===== src/rtl/fft_pkg.sv =====
// Shared definitions for the 16-point radix-4 FFT datapath.
// Holds frame geometry, float32 bit-pattern constants, the inter-stage
// twiddle exponent rule and the scheduler FSM state encoding.
package fft_pkg;

    // Frame geometry: 16 points, two radix-4 stages.
    localparam int FFT_N  = 16;
    localparam int LOG4_N = 2;

    // Raw float32 bit patterns used by neighbouring blocks and benches.
    localparam logic [31:0] FP_ONE  = 32'h3F80_0000;
    localparam logic [31:0] FP_ZERO = 32'h0000_0000;
    localparam logic [31:0] FP_TWO  = 32'h4000_0000;

    // Complex sample as two raw float32 words.
    typedef struct packed {
        logic [31:0] re;
        logic [31:0] im;
    } cplx_t;

    // Scheduler FSM states.
    typedef enum logic [1:0] {
        ST_IDLE  = 2'd0,
        ST_RUN   = 2'd1,
        ST_DRAIN = 2'd2,
        ST_DONE  = 2'd3
    } state_t;

    // Twiddle exponent between the two radix-4 stages: e = q*r, 0..9.
    function automatic logic [3:0] tw_exp(input logic [1:0] q, input logic [1:0] r);
        return {2'b00, q} * {2'b00, r};
    endfunction

endpackage


===== src/rtl/sync_fifo_fwft.sv =====
// Purpose: synchronous first-word-fall-through FIFO with occupancy count.
// Latency: a pushed word is visible on o_pop_dat the cycle after the push edge.
// Backpressure: push is dropped only when full with no pop; pop ignored when empty.
module sync_fifo_fwft #(
    parameter  int WIDTH = 64,
    parameter  int DEPTH = 4,
    localparam int AW    = $clog2(DEPTH)
) (
    input  logic             clk,
    input  logic             rst_n,
    input  logic             i_push_vld,
    input  logic [WIDTH-1:0] i_push_dat,
    input  logic             i_pop_rdy,
    output logic             o_pop_vld,
    output logic [WIDTH-1:0] o_pop_dat,
    output logic [AW:0]      o_count
);

    localparam logic [AW:0] DEPTH_C = DEPTH[AW:0];

    logic [WIDTH-1:0] r_mem [DEPTH];
    logic [AW-1:0]    r_wr_ptr;
    logic [AW-1:0]    r_rd_ptr;
    logic [AW:0]      r_count;

    logic w_push;
    logic w_pop;

    assign w_pop  = i_pop_rdy && (r_count != '0);
    // A push into a full FIFO is still safe when a pop frees a slot the same cycle.
    assign w_push = i_push_vld && ((r_count != DEPTH_C) || w_pop);

    assign o_pop_vld = (r_count != '0);
    assign o_pop_dat = r_mem[r_rd_ptr];
    assign o_count   = r_count;

    // Storage array: written on push, no reset needed for data.
    always_ff @(posedge clk) begin
        if (w_push) begin
            r_mem[r_wr_ptr] <= i_push_dat;
        end
    end

    // Pointers wrap naturally because DEPTH is a power of two.
    always_ff @(posedge clk) begin
        if (!rst_n) begin
            r_wr_ptr <= '0;
            r_rd_ptr <= '0;
            r_count  <= '0;
        end else begin
            if (w_push) r_wr_ptr <= r_wr_ptr + 1'b1;
            if (w_pop)  r_rd_ptr <= r_rd_ptr + 1'b1;
            case ({w_push, w_pop})
                2'b10:   r_count <= r_count + 1'b1;
                2'b01:   r_count <= r_count - 1'b1;
                default: r_count <= r_count;
            endcase
        end
    end

endmodule


===== src/rtl/twiddle_mul_sched.sv =====
// Purpose: feeds one 16-sample frame through a shared complex multiplier with W16^(q*r) twiddles.
// Latency: accept cycle t -> operands at t+1 -> FIFO write end of t+1+MUL_LAT -> out_valid at t+2+MUL_LAT.
// Backpressure: in_ready is a credit check (in-flight + FIFO occupancy < FIFO_DEPTH), so no product is lost.
module twiddle_mul_sched
    import fft_pkg::*;
#(
    parameter int MUL_LAT    = 0,
    parameter int FIFO_DEPTH = 4
) (
    input  logic        clk,
    input  logic        rst_n,
    input  logic        start,
    output logic        busy,
    output logic        done,
    input  logic        in_valid,
    output logic        in_ready,
    input  logic [31:0] in_real,
    input  logic [31:0] in_im,
    output logic [3:0]  tw_addr,
    input  logic [31:0] tw_real,
    input  logic [31:0] tw_im,
    output logic [31:0] mul_a_real,
    output logic [31:0] mul_a_im,
    output logic [31:0] mul_b_real,
    output logic [31:0] mul_b_im,
    input  logic [31:0] mul_c_real,
    input  logic [31:0] mul_c_im,
    output logic        out_valid,
    input  logic        out_ready,
    output logic [31:0] out_real,
    output logic [31:0] out_im,
    output logic        out_last
);

    // FIFO_DEPTH must be a power of two and at least MUL_LAT+2.
    localparam int          AW       = $clog2(FIFO_DEPTH);
    localparam int          CW       = AW + 1;
    localparam logic [CW:0] DEPTH_C  = FIFO_DEPTH[CW:0];
    localparam logic [3:0]  LAST_IDX = 4'(FFT_N - 1);

    state_t        r_state;
    logic [3:0]    r_idx;
    logic          r_busy;
    logic          r_done;
    logic [CW-1:0] r_inflight;
    logic [MUL_LAT:0] r_vpipe;
    logic [31:0]   r_mul_a_real;
    logic [31:0]   r_mul_a_im;
    logic [3:0]    r_out_cnt;

    logic          w_accept;
    logic          w_push;
    logic          w_pop;
    logic          w_in_ready;
    logic          w_fifo_vld;
    logic [63:0]   w_fifo_dat;
    logic [63:0]   w_push_dat;
    logic [CW-1:0] w_fifo_count;
    logic [CW:0]   w_credit_used;
    cplx_t         w_prod;

    // Credits: every accepted sample holds one slot until it leaves the FIFO.
    assign w_credit_used = {1'b0, r_inflight} + {1'b0, w_fifo_count};
    assign w_in_ready    = (r_state == ST_RUN) && (w_credit_used < DEPTH_C);
    assign w_accept      = in_valid && w_in_ready;

    // The product word appears at the multiplier output exactly when the valid pipe says so.
    assign w_push  = r_vpipe[MUL_LAT];
    assign w_pop   = w_fifo_vld && out_ready;
    assign w_prod  = '{re: mul_c_real, im: mul_c_im};
    assign w_push_dat = w_prod;

    assign in_ready   = w_in_ready;
    assign busy       = r_busy;
    assign done       = r_done;
    assign tw_addr    = (r_state == ST_RUN) ? tw_exp(r_idx[3:2], r_idx[1:0]) : 4'd0;
    assign mul_a_real = r_mul_a_real;
    assign mul_a_im   = r_mul_a_im;
    // The ROM has one cycle of read latency, lining its data up with the registered sample.
    assign mul_b_real = tw_real;
    assign mul_b_im   = tw_im;
    assign out_valid  = w_fifo_vld;
    assign out_real   = w_fifo_dat[63:32];
    assign out_im     = w_fifo_dat[31:0];
    assign out_last   = w_fifo_vld && (r_out_cnt == LAST_IDX);

    // Frame sequencer with registered busy/done decoded from the next state.
    always_ff @(posedge clk) begin
        if (!rst_n) begin
            r_state <= ST_IDLE;
            r_idx   <= '0;
            r_busy  <= 1'b0;
            r_done  <= 1'b0;
        end else begin
            case (r_state)
                ST_IDLE: begin
                    r_done <= 1'b0;
                    if (start) begin
                        r_state <= ST_RUN;
                        r_idx   <= '0;
                        r_busy  <= 1'b1;
                    end
                end
                ST_RUN: begin
                    if (w_accept) begin
                        r_idx <= r_idx + 1'b1;
                        if (r_idx == LAST_IDX) begin
                            r_state <= ST_DRAIN;
                        end
                    end
                end
                ST_DRAIN: begin
                    if ((r_inflight == '0) && !w_fifo_vld) begin
                        r_state <= ST_DONE;
                        r_busy  <= 1'b0;
                        r_done  <= 1'b1;
                    end
                end
                ST_DONE: begin
                    r_state <= ST_IDLE;
                    r_done  <= 1'b0;
                end
                default: begin
                    r_state <= ST_IDLE;
                    r_busy  <= 1'b0;
                    r_done  <= 1'b0;
                end
            endcase
        end
    end

    // Operand A register: captures the sample on the accept edge.
    always_ff @(posedge clk) begin
        if (!rst_n) begin
            r_mul_a_real <= '0;
            r_mul_a_im   <= '0;
        end else if (w_accept) begin
            r_mul_a_real <= in_real;
            r_mul_a_im   <= in_im;
        end
    end

    // Valid pipe: one bit per multiplier stage plus the operand register stage.
    generate
        if (MUL_LAT == 0) begin : g_vpipe_comb
            always_ff @(posedge clk) begin
                if (!rst_n) r_vpipe <= '0;
                else        r_vpipe <= w_accept;
            end
        end else begin : g_vpipe_deep
            always_ff @(posedge clk) begin
                if (!rst_n) r_vpipe <= '0;
                else        r_vpipe <= {r_vpipe[MUL_LAT-1:0], w_accept};
            end
        end
    endgenerate

    // In-flight count: samples accepted but not yet written into the FIFO.
    always_ff @(posedge clk) begin
        if (!rst_n) begin
            r_inflight <= '0;
        end else begin
            case ({w_accept, w_push})
                2'b10:   r_inflight <= r_inflight + 1'b1;
                2'b01:   r_inflight <= r_inflight - 1'b1;
                default: r_inflight <= r_inflight;
            endcase
        end
    end

    // Output position within the frame, used to flag the 16th product.
    always_ff @(posedge clk) begin
        if (!rst_n) begin
            r_out_cnt <= '0;
        end else if ((r_state == ST_DONE) || (r_state == ST_IDLE)) begin
            r_out_cnt <= '0;
        end else if (w_pop) begin
            r_out_cnt <= r_out_cnt + 1'b1;
        end
    end

    sync_fifo_fwft #(
        .WIDTH (64),
        .DEPTH (FIFO_DEPTH)
    ) u_out_fifo (
        .clk        (clk),
        .rst_n      (rst_n),
        .i_push_vld (w_push),
        .i_push_dat (w_push_dat),
        .i_pop_rdy  (out_ready),
        .o_pop_vld  (w_fifo_vld),
        .o_pop_dat  (w_fifo_dat),
        .o_count    (w_fifo_count)
    );

endmodule


===== config.mk =====
export PLATFORM = sky130hd
export DESIGN_NAME = twiddle_mul_sched
export DESIGN_NICKNAME = d
export VERILOG_FILES = /design/src/rtl/fft_pkg.sv /design/src/rtl/sync_fifo_fwft.sv /design/src/rtl/twiddle_mul_sched.sv
export SDC_FILE = /design/constraint.sdc
export NUM_CORES = 1
export LEC_CHECK = 0
export CORE_ASPECT_RATIO = 1.25
export CORE_MARGIN = 4
export CORE_UTILIZATION = 35
export DETAILED_ROUTE_END_ITERATION = 10
export PLACE_DENSITY_LB_ADDON = 0.12
export SYNTH_ARGS = -nofsm -noshare
export SYNTH_HDL_FRONTEND = slang
export SYNTH_SLANG_ARGS = --single-unit

===== constraint.sdc =====
create_clock -name clk -period 3 [get_ports clk]
set_clock_uncertainty 0.15 [all_clocks]
set_input_delay 0.6 -clock clk [delete_from_list [all_inputs] [get_ports clk]]
set_output_delay 0.6 -clock clk [all_outputs]
set_load 0.1 [all_outputs]

Word level (Yosys, flattened, before mapping)
Memories as Yosys holds them, arrays and structs flattened. A register that Yosys moved wholly into a read port is not among the register bits.
Index checks and enable logic that the tools add are counted.
{ "totals": {"elab_cells": 82, "inputBits": 197, "mem_bits_ro": 0, "latch_bits": 0, "out_inout_bits": 201, "mem_count": 1, "register_bits": 87, "ramBits": 256} }
{ "op_classes": {"eq_ne": 14, "magnitude_cmp": 1, "shifts": 0, "div_mod_pow": 0, "multipliers": 1, "bitwise_logic": 1, "addsub": 9, "n_reduce_logical": 23, "n_mux": 20} }
{ "memory_table": {"columns": ["memory", "words", "width", "read_ports", "rd_clocked_by_memory_dff", "wr", "line", "rtl"], "rows": [
  ["u_out_fifo.r_mem", 4, 64, 1, 1, 1, "sync_fifo_fwft.sv:21", "logic [WIDTH-1:0] r_mem [DEPTH];"]
]} }
{ "ops": {"columns": ["operator", "count"], "rows": [
  ["$mux 2", 6],
  ["$mux 4", 3],
  ["$pmux 3 s2", 2],
  ["$reduce_bool 2->1", 5],
  ["$add 4x1->4 const B", 2],
  ["$eq 2x2->1 const B", 4],
  ["$eq 4x4->1 const B", 2],
  ["$pmux 2 s4", 1],
  ["$pmux 4 s2", 1],
  ["$add 3x1->3 const B", 2],
  ["$eq 2x1->1 const B", 3],
  ["$logic_and 1x1->1", 6],
  ["$ne 2x2->1 const B", 3],
  ["$reduce_and 3->1", 2],
  ["$sub 3x1->3 const B", 2],
  ["$mux 1", 5],
  ["$add 2x1->2 const B", 2],
  ["$add 3x3->4", 1],
  ["$lt 4x3->1 const B", 1],
  ["$mul 2x2->4", 1],
  ["$pmux 1 s2", 2],
  ["$reduce_and 4->1", 1],
  ["$reduce_or 2->1", 2],
  ["$logic_not 3->1", 1],
  ["other kinds (8)", 9]
]} }

Longest topological paths before layout
{ "logic_depth": {"word_depth": 6, "depth_mapped": 13} }

Modules after synthesis
From an unflattened synthesis, not the netlist that was laid out.
{ "unflattened": {"cells_unflattened": 857, "area_unflattened_um2": 13625.6} }
{ "by_module_without_submodules": {"columns": ["module", "n_inst", "area_each_um2", "cells_per_inst"], "rows": [
  ["sync_fifo_fwft", 1, 9739.3, 392],
  ["twiddle_mul_sched", 1, 3886.2, 465]
]} }

Worst setup path after synthesis
No wires, ideal clock.
{ "synth_timing": {"kind": "register to output", "startpoint": "reg r_inflight[2]", "endpoint": "out in_ready", "path_buffers": 0, "setup_slack_ps": -171, "t_required_ps": 2250, "arrival_ps": 2421, "path_stages_with_launch": 4, "cell_sequence": "dfxtp_1 > ha_1 > or4b_4 > nor2_1"} }
{ "synth_via": {"elab_chain_len": 3} }
{ "synth_lines": {"columns": ["element", "line", "rtl"], "rows": [
  ["start: declaration", "twiddle_mul_sched.sv:45", "logic [CW-1:0] r_inflight;"],
  ["start signal: assignment", "twiddle_mul_sched.sv:164", "2'b10: r_inflight <= r_inflight + 1'b1;"],
  ["start signal: assignment", "twiddle_mul_sched.sv:165", "2'b01: r_inflight <= r_inflight - 1'b1;"],
  ["start signal: assignment", "twiddle_mul_sched.sv:166", "default: r_inflight <= r_inflight;"],
  ["$add 3x3->4", "twiddle_mul_sched.sv:63", "assign w_credit_used = {1'b0, r_inflight} + {1'b0, w_fifo_count};"],
  ["$lt 4x3->1", "twiddle_mul_sched.sv:64", "assign w_in_ready = (r_state == ST_RUN) && (w_credit_used < DEPTH_C);"],
  ["$logic_and 1x1->1", "twiddle_mul_sched.sv:64", null],
  ["end: declaration", "twiddle_mul_sched.sv:16", "output logic in_ready,"]
]} }
No other way between the ends.

Worst setup path after layout
{ "layout_timing": {"startpoint": "reg r_state[1]", "endpoint": "out in_ready"} }
{ "layout_via": {"elab_chain_len": 2} }
{ "layout_lines": {"columns": ["element", "line", "rtl"], "rows": [
  ["start: declaration", "twiddle_mul_sched.sv:41", "state_t r_state;"],
  ["start signal: assignment", "twiddle_mul_sched.sv:90", "r_state <= ST_IDLE;"],
  ["start signal: assignment", "twiddle_mul_sched.sv:99", "r_state <= ST_RUN;"],
  ["start signal: assignment", "twiddle_mul_sched.sv:108", "r_state <= ST_DRAIN;"],
  ["$eq 2x1->1", "twiddle_mul_sched.sv:64", null],
  ["$logic_and 1x1->1", "twiddle_mul_sched.sv:64", null]
]} }
No other way between the ends.

==> run_results.csv <==
group,metric,value,unit
power_and_ir_drop,internal_power,9.60,mW
yosys,yosys-top-cells-area,"edfxtp_1 57%, dfxtp_1 13%, mux4_2 11%",
clock_network,post_cts_buffers,0,
worst_setup_path,critical_path_arrival,2.14,ns
clock_network,cts_sinks,345,
grt,grt.total_usage,0.143,
floorplan,boundaryPins,398,
run,max-cap-violations,0,
worst_setup_path,crit_path_max_incr_delay,0.48,ns
cells_and_area,nNetsFinal,1281,
yosys,yosysUniqueCellTypes,43,
place,placed_cell_area,16900,um^2
clock_network,hold_buffers,0,
worst_setup_path,critPathBufInv,3,
worst_setup_path,crit_path_top_delay_cell,"or4b_4",
clock_network,insertion_delay,0.52,ns
yosys,synth-edff-count,256,
power_and_ir_drop,p_per_area,829,nW/um^2
place,gp_congestion,0.745,
floorplan,die_y,228,um
drt,vias,7627,
clock_network,path_clk_slew,0.06,ns
sta,fin_tns_setup,0,ns
yosys,synth-warning-count,0,
clock_network,cts-root-buf,"clkbuf_16",
worst_setup_path,critPathMaxFanout,11,
worst_setup_path,crit_path_cell_trace,"inv_1, ha_1, buf_4, or4b_4, nor2_2, buf_12",
worst_setup_path,reg2reg_slack,0.39,ns
sta,fmax,346,MHz
cells_and_area,syn_to_final_growth,33.9,%
yosys,yosysSeqAreaShare,0.702,
drt,vias_per_cell,4.82,
sta,setup_violations,0,
hold_path,hp-class,"reg2reg",
outcome,status,"finished, final reports clean",
worst_setup_path,rr_worst_depth,6,
floorplan,dieArea,41800,um^2
cells_and_area,layout-drive-gt1-share,0.266,
power_and_ir_drop,irDropWorstVdd,0.466,mV
sta,hold_viol,0,
yosys,avgSynthCellArea,16.0,um^2
drt,drtAntennaViolNets,0,
yosys,syn_inst,841,
sta,min_period_over_period,0.963,
power_and_ir_drop,p_leak,6.18,nW
clock_network,cts_repair_resize_count,0,
drt,drc,0,
sta,period_needed,2.89,ns
drt,drt_pass1_iterations,4,
grt,grt_start_max_net_pins,69,
grt,grt_pass1_vias,7954,
hold_path,hold_path_end,"mul_a_real[6]",
sta,finalMaxSlewViolations,0,
worst_setup_path,r2r-start,"u_out_fifo.o_count[2]",
power_and_ir_drop,clkPwrFrac,0.285,
yosys,async_flop_share,0,
grt,grt_antenna_before_repair,3,
hold_path,min_path_cells,2,
clock_network,cts_buffers,37,
clock_network,cts_tree,"built",
worst_setup_path,critPathTopFamily,"simple AND/OR/NAND/NOR gates",
yosys,ys_seq_elements,345,
cells_and_area,final_cell_area,18100,um^2
power_and_ir_drop,sw_frac_of_total,0.359,
worst_setup_path,endpoint_kind,"primary output",
yosys,netlist_area,13500,um^2
place,io_buffers,269,
power_and_ir_drop,netSwitchingPower,5.38,mW
clock_network,cts_buffer_depth,3,
drt,routed_wl,30300,um
grt,grt_overflow,0,
power_and_ir_drop,power_frac_comb,0.347,
floorplan,die_w,184,um
power_and_ir_drop,p_seq_frac,0.368,
worst_setup_path,reg2reg_to,"r_idx[0]",
sta,hold_slack,0.314,ns
hold_path,hold_path_startpoint,"mul_a_real[6]",
drt,wl_per_cell,19.2,um
floorplan,core_area,38100,um^2
yosys,synth_top_area_share,0.570,
sta,rsz0062_at_grt,"no",
clock_network,cts_max_level,2,
worst_setup_path,path_class,"reg2out",
drt,drt-initial-drc-count,340,
yosys,synth_flop_cell,"edfxtp_1",
worst_setup_path,crit_path_start_kind,"register",
place,hpwl,19800,um
yosys,syn-num-nets,1055,
floorplan,start_util,0.354,
worst_setup_path,cp.required,2.25,ns
grt,grt_pass1_wl,46100,um
sta,tightest_slew,0.737,ns
yosys,synth_top_area_cell,"edfxtp_1",
floorplan,rows,80,
sta,slew-limit-headroom,0.509,
==> layer usage <==
layer | part of all wire | wire length, um | vias to the layer above | global-route usage
li1 | - | - | 3503 | -
met1 | 0.39 | 11800 | 3776 | 0.170
met2 | 0.49 | 14800 | 291 | 0.235
met3 | 0.097 | 2930 | 53 | 0.0636
met4 | 0.026 | 801 | 4 | 0.0421
met5 | 0.00089 | 27 | - | 0
==> layout make-up <==
cell class,instances,area (um^2)
fill,3304,20100
timing repair buffer,292,3480
inverter,15,56.3
clock buffer,49,995
clock inverter,13,125
sequential,345,9480
multi-input combinational,376,3310
antenna,1,2.50
tap,492,616
==> kinds of logic after synthesis <==
kind of cell,share of synthesized area
compound gates,0.0488
xor+xnor,0.00649
fa+ha+maj,0.0169
buf+inv,0.0539
flops,0.702
mux,0.110
simple gates,0.0627
==> stage by stage <==
stage                     utilization  total power [mW]  setup slack (ns)  std cells
after global routing            0.474              15.6           0.00802       1582
after global placement          0.444              10.9             0.167       1520
after detailed placement        0.444              10.9             0.124       1520
after floorplan                     -              9.54            0.0391        841
after CTS                       0.474              15.2            0.0650       1582
final                           0.474              15.0             0.112       1583
==> state kept, by name, indices dropped and copies added (netlist names), named ones only <==
| name | cells |
|---|---|
| mul_a_real | 32 |
| r_inflight | 3 |
| r_out_cnt | 4 |
| busy | 1 |
| r_state | 2 |
| u_out_fifo.r_wr_ptr | 2 |
| u_out_fifo.r_mem | 256 |
| u_out_fifo.r_rd_ptr | 2 |
| r_vpipe | 1 |
| u_out_fifo.o_count | 3 |
| r_idx | 4 |
| mul_a_im | 32 |
| done | 1 |
==> power by group through the flow <==
| stage | Clock, mW | Combinational (mW) | Sequential [mW] |
|---|---|---|---|
| final | 4.27 | 5.20 | 5.51 |
| after global placement | 0 | 5.26 | 5.61 |
| after floorplan | 0 | 3.14 | 6.41 |
| after detailed placement | 0 | 5.26 | 5.61 |
| after global routing | 4.66 | 5.43 | 5.54 |
| after CTS | 4.45 | 5.27 | 5.52 |
==> worst reg2reg max path: stages, from the launching register on <==
cell and delay [ns]:
dfxtp_1 0.43, ha_1 0.31, nor4b_4 0.27, and3_2 0.25
buf_4 0.56, o21ai_0 0.26, a31o_2 0.28
==> cells in the final DEF, fill, tap and decap left out, types with 4 or more instances in the layout <==
| master | netlist | layout |
|---|---|---|
| nor2_1 | 8 | 7 |
| clkbuf_1 | 19 | 9 |
| nand2_1 | 140 | 140 |
| nor2b_1 | 4 | 4 |
| clkdlybuf4s50_1 | 0 | 131 |
| clkinv_2 | 0 | 7 |
| buf_4 | 65 | 83 |
| mux2i_1 | 4 | 4 |
| xnor2_1 | 5 | 5 |
| o21ai_0 | 7 | 7 |
| nand4_1 | 5 | 5 |
| buf_12 | 0 | 77 |
| and2_1 | 19 | 15 |
| ha_1 | 15 | 15 |
| and2_4 | 0 | 4 |
| edfxtp_1 | 256 | 256 |
| dfxtp_1 | 89 | 87 |
| inv_1 | 14 | 14 |
| nand3_1 | 5 | 5 |
| xor2_1 | 5 | 5 |
| a21boi_0 | 65 | 65 |
| mux4_2 | 64 | 64 |
| clkbuf_16 | 0 | 37 |
==> cells in the mapped netlist (all sizes together), types with 3 or more instances <==
cell type / count
nand3: 5
dfxtp: 89
mux2i: 4
xor2: 5
ha: 15
and2: 19
nand4: 5
a21oi: 3
buf: 85
nor2b: 4
inv: 15
nand2: 140
and3: 3
nor2: 8
mux4: 64
clkbuf: 20
xnor2: 5
o21ai: 7
a21boi: 66
nor3: 3
edfxtp: 256
==> how the worst max path moves through the flow <==
stage,from,end,slack (ns),cells after the start
after global routing,u_out_fifo.o_count[2],in_ready,0.008,4
after CTS,r_state[1],in_ready,0.06,6
after floorplan,out_ready,u_out_fifo.r_mem[0][0],0.04,2
after global placement,out_ready,u_out_fifo.o_count[2],0.17,9
after detailed placement,out_ready,u_out_fifo.o_count[2],0.12,9
final,r_state[1],in_ready,0.11,6
No activity file was read; power rests on OpenSTA's default activity.
